$ cat src/rtl/led_fade_sequencer.sv
// led_fade_sequencer
//   Brightness sequencer for the exponential LED PWM core. It produces the
//   linear brightness code that the exp-PWM datapath turns into a duty cycle.
//   Modes are hold, ramp-to-target, breathe and blink. Level changes happen
//   only on a prescaled PWM end-of-period pulse, so the duty cycle never
//   changes partway through a period.
//
// Ports
//   clk          system clock
//   rst_n        synchronous active-low reset
//   ena          design enable; low freezes all state, at_target forced 0
//   mode         00 hold, 01 ramp-to-target, 10 breathe, 11 blink
//   target       ramp destination / breathe ceiling / blink on-level
//   rate         one step every rate+1 PWM periods
//   period_done  one-cycle pulse from the PWM core at each period end
//   level        registered brightness code to the exp-PWM core
//   busy         high while level is moving (RAMP, BRTH_UP, BRTH_DN, BLINK)
//   at_target    one-cycle pulse when a ramp lands on target
//   dir          current step direction, 1 = up
module led_fade_sequencer #(
    parameter int LEVEL_W = 8,
    parameter int DIV_W   = 8
) (
    input  logic               clk,
    input  logic               rst_n,
    input  logic               ena,
    input  logic [1:0]         mode,
    input  logic [LEVEL_W-1:0] target,
    input  logic [DIV_W-1:0]   rate,
    input  logic               period_done,
    output logic [LEVEL_W-1:0] level,
    output logic               busy,
    output logic               at_target,
    output logic               dir
);

    typedef enum logic [2:0] {
        HOLD,
        RAMP,
        BRTH_UP,
        BRTH_DN,
        BLINK
    } state_t;

    localparam logic [LEVEL_W-1:0] LVL_MAX = '1;

    state_t             state;
    logic [1:0]         mode_q;
    logic [DIV_W-1:0]   cnt;
    logic               mode_chg;
    logic               tick;
    logic [LEVEL_W-1:0] lvl_inc;
    logic [LEVEL_W-1:0] lvl_dec;
    logic [LEVEL_W-1:0] ramp_nxt;

    // A mode change takes priority over a coincident period_done: the
    // prescaler restarts and no step is taken that cycle.
    assign mode_chg = (mode != mode_q);
    assign tick     = period_done && !mode_chg && (cnt == rate);

    // Saturating neighbours of the current level; the code never wraps.
    assign lvl_inc  = (level == LVL_MAX) ? level : level + 1'b1;
    assign lvl_dec  = (level == '0)      ? level : level - 1'b1;
    assign ramp_nxt = (target > level)   ? lvl_inc : lvl_dec;

    always_ff @(posedge clk) begin
        if (!rst_n) begin
            state     <= HOLD;
            level     <= '0;
            busy      <= 1'b0;
            at_target <= 1'b0;
            dir       <= 1'b1;
            cnt       <= '0;
            mode_q    <= 2'b00;
        end else if (!ena) begin
            at_target <= 1'b0;
        end else begin
            mode_q    <= mode;
            at_target <= 1'b0;

            if (mode_chg)
                cnt <= '0;
            else if (period_done)
                cnt <= (cnt == rate) ? '0 : cnt + 1'b1;

            case (mode)
                2'b00: begin
                    state <= HOLD;
                    busy  <= 1'b0;
                end

                2'b01: begin
                    // Direction is recomputed every step so a target moved
                    // mid-ramp is simply chased from the current level.
                    if (tick && state == RAMP && level != target) begin
                        level <= ramp_nxt;
                        dir   <= (target > level);
                        if (ramp_nxt == target) begin
                            at_target <= 1'b1;
                            state     <= HOLD;
                            busy      <= 1'b0;
                        end else begin
                            state <= RAMP;
                            busy  <= 1'b1;
                        end
                    end else if (level != target) begin
                        state <= RAMP;
                        busy  <= 1'b1;
                        dir   <= (target > level);
                    end else begin
                        // Already there: only announce it on entry to the mode.
                        state     <= HOLD;
                        busy      <= 1'b0;
                        at_target <= mode_chg;
                    end
                end

                2'b10: begin
                    busy <= 1'b1;
                    if (mode_chg) begin
                        if (level < target) begin
                            state <= BRTH_UP;
                            dir   <= 1'b1;
                        end else begin
                            state <= BRTH_DN;
                            dir   <= 1'b0;
                        end
                    end else if (tick) begin
                        if (target == '0) begin
                            // Zero ceiling: pull down to 0 and park there.
                            level <= lvl_dec;
                            state <= BRTH_DN;
                            dir   <= 1'b0;
                        end else if (state == BRTH_UP && level < target) begin
                            level <= lvl_inc;
                            if (lvl_inc == target) begin
                                state <= BRTH_DN;
                                dir   <= 1'b0;
                            end
                        end else if (level != '0) begin
                            // Covers normal descent and a ceiling lowered
                            // below the current level.
                            level <= lvl_dec;
                            if (lvl_dec == '0) begin
                                state <= BRTH_UP;
                                dir   <= 1'b1;
                            end else begin
                                state <= BRTH_DN;
                                dir   <= 1'b0;
                            end
                        end else begin
                            state <= BRTH_UP;
                            dir   <= 1'b1;
                        end
                    end
                end

                2'b11: begin
                    busy  <= 1'b1;
                    state <= BLINK;
                    if (tick && state == BLINK)
                        level <= (level != '0) ? '0 : target;
                end

                default: begin
                    state <= HOLD;
                    busy  <= 1'b0;
                end
            endcase
        end
    end

endmodule

$ cat config.mk
export PLATFORM = sky130hd
export DESIGN_NAME = led_fade_sequencer
export DESIGN_NICKNAME = d
export VERILOG_FILES = /design/src/rtl/led_fade_sequencer.sv
export SDC_FILE = /design/constraint.sdc
export NUM_CORES = 1
export LEC_CHECK = 0
export BUFFER_PORTS_ARGS = -buffer_cell sky130_fd_sc_hd__buf_4
export CAP_MARGIN = 10
export CORE_UTILIZATION = 35
export DETAILED_ROUTE_END_ITERATION = 8
export PLACE_DENSITY_LB_ADDON = 0.05
export SETUP_SLACK_MARGIN = 0.3
export SLEW_MARGIN = 0
export SYNTH_ARGS = -nofsm -noshare
export SYNTH_HDL_FRONTEND = slang
export SYNTH_SLANG_ARGS = --single-unit
$ cat constraint.sdc
create_clock -name clk -period 3 [get_ports clk]
set_clock_uncertainty 0.05 [all_clocks]
set_input_delay 0.3 -clock clk [delete_from_list [all_inputs] [get_ports clk]]
set_output_delay 0.3 -clock clk [all_outputs]
set_load 0.01 [all_outputs]
== Yosys cells after proc, flatten, opt, wreduce, memory -nomap -nowiden ==
Index checks and enable logic that the tools add are counted.
Cells by class
  magnitude comparators: 2
  shifts and indexed selects: 0
  multiplexer cells: 45
  reduce and logical (&&, ||, !) cells: 21
  div/mod/pow operators: 0
  multipliers: 0
  equality and inequality tests: 20
  add/subtract/negate cells: 3
  bitwise logic cells: 0
Operators by type and width (number)
  2-to-1 mux 8 bit: 14
  equality test 8 bit: 3
  logical NOT 8 bit: 3
  one-hot mux 8 bit (3 select lines): 1
  2-to-1 mux 3 bit: 7
  2-to-1 mux 1 bit: 20
  adder 8 x 1 -> 8 bit (second input constant): 2
  one-hot mux 3 bit (4 select lines): 1
  equality test 8 bit (second input constant): 1
  > comparator 8 bit: 1
  < comparator 8 bit: 1
  != test 2 bit (second input constant): 4
  != test 8 bit: 1
  nonzero test 8 bit: 1
  subtractor 8 x 1 -> 8 bit (second input constant): 1
  AND reduction 7 bit: 1
  logical AND 1 bit: 6
  != test 3 bit (second input constant): 2
  AND reduction 3 bit: 2
  != test 5 bit (second input constant): 1
  AND reduction 5 bit: 1
  equality test 2 bit (second input constant): 2
  != test 4 bit (second input constant): 1
  nonzero test 2 bit: 2
  12 further kinds: 12
Word-level totals
  input port bits: 22
  output and inout bits: 11
  RAM bits: 0
  register bits after elaboration: 24
  bits in read-only memories: 0
  bits in latches: 0
  memories: 0
  word-level logic and storage cells: 98

== Longest topological paths before layout ==
  depth after elaboration: 10
  mapped depth: 12
  mapped depth without buffers: 10

== Worst setup path after synthesis ==
OpenSTA, ideal clock, no wires.
  kind: register to register
  from: reg level[1]
  to: reg busy
  data arrival time: 2.729 ns
  clock period less this slack: 2.895 ns
  cell stages (with the launch flop): 13
  path buffers: 2
  path slack: 0.105 ns
  setup time: 0.117 ns
  cell sequence: dfxtp_1 -> buf_2 -> clkinv_1 -> ha_1 -> nor4b_1 -> and2_1 -> clkbuf_1 -> o21ai_0 -> o21ai_1 -> a22o_1 -> a2111oi_2 -> o2111ai_2 -> a22o_1
On the way
  cells in the longest elaborated chain, start to end: 7
  elaborated cells between the ends (all ways): 15
  classes of those cells: add/sub (2); order compare (1); eq/ne (3); mux (7); reduce/logical (2)
Ends and longest elaborated chain
  start, declared: line 31  | output logic [LEVEL_W-1:0] level,
  start signal, assigned: line 96  | level <= ramp_nxt;
  start signal, assigned: line 131  | level <= lvl_dec;
  start signal, assigned: line 135  | level <= lvl_inc;
  subtractor 8 x 1 -> 8 bit, or another cell as far along: line 63  | assign lvl_dec = (level == '0) ? level : level - 1'b1;
  2-to-1 mux 8 bit (on tied branches): line 63, 62
  2-to-1 mux 8 bit: line 64  | assign ramp_nxt = (target > level) ? lvl_inc : lvl_dec;
  equality test 8 bit: line 98  | if (ramp_nxt == target) begin
  2-to-1 mux 1 bit: line 98
  2-to-1 mux 1 bit *: line 95  | if (tick && state == RAMP && level != target) begin
  one-hot mux 1 bit (3 select lines) *: line 86  | case (mode)
  end signal, assigned: line 89  | busy <= 1'b0;
  end signal, assigned: line 101  | busy <= 1'b0;
  end signal, assigned: line 104  | busy <= 1'b1;
  end, declared: line 32  | output logic busy,
Every way passes the cells marked *; elsewhere a longest branch is shown, timed or not.
A chain may end at the register's enable or synchronous reset.

== Final worst setup path ==
  from: reg level[5]
  to: reg busy
The elaborated chain is that of the path after synthesis.

==> flow_summary.ini <==
[route]
dr.pass1.iters = 5
post-route-drc-count = 0
drt_wl_total_um = 10030
vias_per_cell = 5.933
final_antenna_net_count = 0
routed-via-count = 3192
wl_per_cell_um = 18.63
dr.first_iter.drc_count = 319

[worst_hold_path]
hp-class = in2reg
whs_path_depth = 2
hold_start = rst_n
hold_end = dir

[placed_design]
port_buffers = 32
pre_cts_ws_ns = 0.02309
gp_congestion = 0.8965
hpwlAfterDp_um = 7588

[worst_setup_path]
path_class = reg2reg
r2r-end = busy
crit_fanout = 4
worst-path-buf-inv = 0
endpoint_kind = flip-flop
cp_data_required_time_ns = 3.13
crit_chain = ha_1 -> nand4_1 -> a31oi_4 -> or2_2 -> o21ai_1 -> a22o_1 -> a2111oi_4 -> o2111ai_2 -> a22o_1
arrival_ns = 2.78
reg2reg_from = level[5]
setup.worst_path.start_class = flip-flop
crit_top_cell = a22o_1
r2r_slack_ns = 0.35
cpPeakStageDelay_ns = 0.37
worstRegToRegCells = 9
path_delay_family = compound AO/OA/AOI/OAI gates
slowest_stage = a2111oi_4

[power]
cellLeakagePower_nw = 1.451
switching_share = 0.3127
totalPowerFinal_w = 0.0007291
p_per_area_mw_per_mm2 = 197.6
ir_drop_v = 0.0001230
power_switching_w = 0.0002280
combPwrFrac = 0.262
pwr-share-seq = 0.453
intPower_w = 0.0005011
clkPwrFrac = 0.285

[synth]
synthArstFlopShare = 0
postSynthCellCount = 374
synth_seq_cells = 24
synthFlopType = dfxtp_1
synth_edf_count = 0
synth_nets = 407
synth_cell_types = 73
syn_area_per_cell_um2 = 7.327
yosysWarnings = 0
synth_commonest_cells = nor2_1, nand2_1, dfxtp_1
seq_area_frac_synth = 0.1753
yosysTopAreaCellShare = 0.1753
yosysTopAreaCell = dfxtp_1
synth.most_common_cell = nor2_1
synth_area_mm2 = 0.002740
synth_area_leaders = dfxtp_1, xnor2_1, nor2_1

[sta]
hold_viol = 0
worst_slew_margin_rel = 0.5284
rsz0062_at_grt = yes
fin_ws_ns = 0.3469
hold_slack_ns = 0.2109
finalSetupViolCount = 0
finalCritPeriodShare = 0.8844
slew_viol_final = 0
tightest_slew_ns = 0.7050
fin_tns_setup_ns = 0
max_freq_mhz = 376.9
period_minus_slack_ns = 2.653

[floorplan]
die_w_um = 90.48
rows = 31
start_util = 0.3699
core-area_mm2 = 0.007408
ios = 33
die_area_mm2 = 0.008187
die_h_um = 90.48

[global_route]
grt-ovfl-total = 0
grtUsageTotal = 0.2356
antenna_found_initial = 0
grt_pass1_vias = 2848
grt_max_degree = 18
grt_pass1_wl_um = 15390

[clocking]
cts_htree_levels = 1
cts_hold_buf = 0
cts_root_buf = clkbuf_8
cts.clk_slew.worst_paths_ns = 0.10
clock_sinks = 24
clk-insertion-delay-late_ns = 0.28
clockBufferDepth = 2
cts_made_buffers = 3
cts_tree = yes

[final_layout]
nets = 474
fin_util = 0.4981
area_growth_pct = 34.66
n_fill_cell = 734
diodes = 0
final_layout_size_suffix_gt1_frac = 0.3326

[outcome]
status = finished, final reports clean

[run]
drv_cap = 0
[metrics by stage]
stage	cells	cell area, um^2
3_5_place_dp	525	3354
6_report	538	3690
5_1_grt	538	3690
3_3_place_gp	525	3354
2_1_floorplan	374	2763
4_1_cts	531	3473
[layout by cell type, fill, tap and decap left out, types with 3 or more instances in the layout]
master	netlist	routed
clkbuf_8	0	3
a21oi_1	23	20
xor2_1	7	7
ha_4	0	4
and3_1	6	5
buf_4	1	85
ha_1	11	7
a32oi_1	3	3
dfxtp_1	24	19
a21o_1	4	4
a21oi_2	1	4
a31oi_1	5	4
nand2_1	38	38
a211oi_1	9	9
nand3_1	9	6
nor4_1	7	7
xnor2_1	19	19
inv_1	17	16
nor2_1	40	39
o21ai_0	10	10
nand2b_1	3	3
buf_6	1	5
dfxtp_4	0	3
o211ai_1	3	3
o221ai_1	4	4
nand4_1	12	12
nor3_1	10	10
mux2i_1	13	13
[worst register-to-register path, delay by kind of cell, from the launching register on]
kind / cells / cell delay, ns
compound gates: 6 / 1.47
fa+ha+maj: 1 / 0.29
flops: 1 / 0.33
simple gates: 2 / 0.41
[final cells by class]
type / instances / area, um^2 / share of cell area
flip-flops and latches: 24 / 494.2 / 0.1339
inverters: 18 / 70.07 / 0.01899
multi-input cells: 303 / 2246 / 0.6087
repair buffers: 91 / 714.4 / 0.1936
clock buffers: 3 / 41.29 / 0.01119
well taps: 99 / 123.9 / 0.03357
[power groups by stage]
| stage | Sequential [W] | Clock (W) | Combinational, W |
|---|---|---|---|
| after floorplan | 0.000340 | 0 | 0.000101 |
| after global placement | 0.000340 | 0 | 0.000174 |
| after detailed placement | 0.000340 | 0 | 0.000173 |
| after CTS | 0.000333 | 0.000213 | 0.000181 |
| after global routing | 0.000331 | 0.000223 | 0.000207 |
| final | 0.000330 | 0.000208 | 0.000191 |
[per-layer routing]
metal,share of wire,global-route usage,wire [um]
met5,0,0,0
met4,0.018,0.06183,180
met3,0.075,0.03872,755
met2,0.44,0.3636,4421
met1,0.47,0.3360,4667
[logic make-up (layout without fill, tap and decap cells)]
logic type	Yosys count	after routing	share of synthesized area
compound gates	101	101	0.2744
xor+xnor	26	26	0.08311
fa+ha+maj	11	11	0.05023
buf+inv	47	112	0.07351
flops	24	24	0.1753
mux	16	16	0.06803
simple gates	149	149	0.2753
[registers in the layout, summed over array words and instances, names as in the netlist]
register,flops
state,3
mode_q,2
level,8
cnt,8
busy,1
at_target,1
dir,1
[what timing repair did]
item                                    4_1_cts  5_1_grt
pin swaps                                     2       16
gates resized for setup                      13       33
endpoints found under the setup margin       14       14
setup buffers                                 3        7
[worst max-delay path by stage]
stage | start | to | slack (ns) | cells after the start
6_report | level[5] | busy | 0.35 | 9
5_1_grt | level[0] | busy | 0.24 | 8
4_1_cts | level[3] | level[6] | 0.26 | 10
3_5_place_dp | target[3] | level[6] | 0.02 | 12
3_3_place_gp | target[3] | level[6] | 0.05 | 12
2_1_floorplan | level[1] | busy | 0.29 | 12
(Power assumes the default switching activity.)
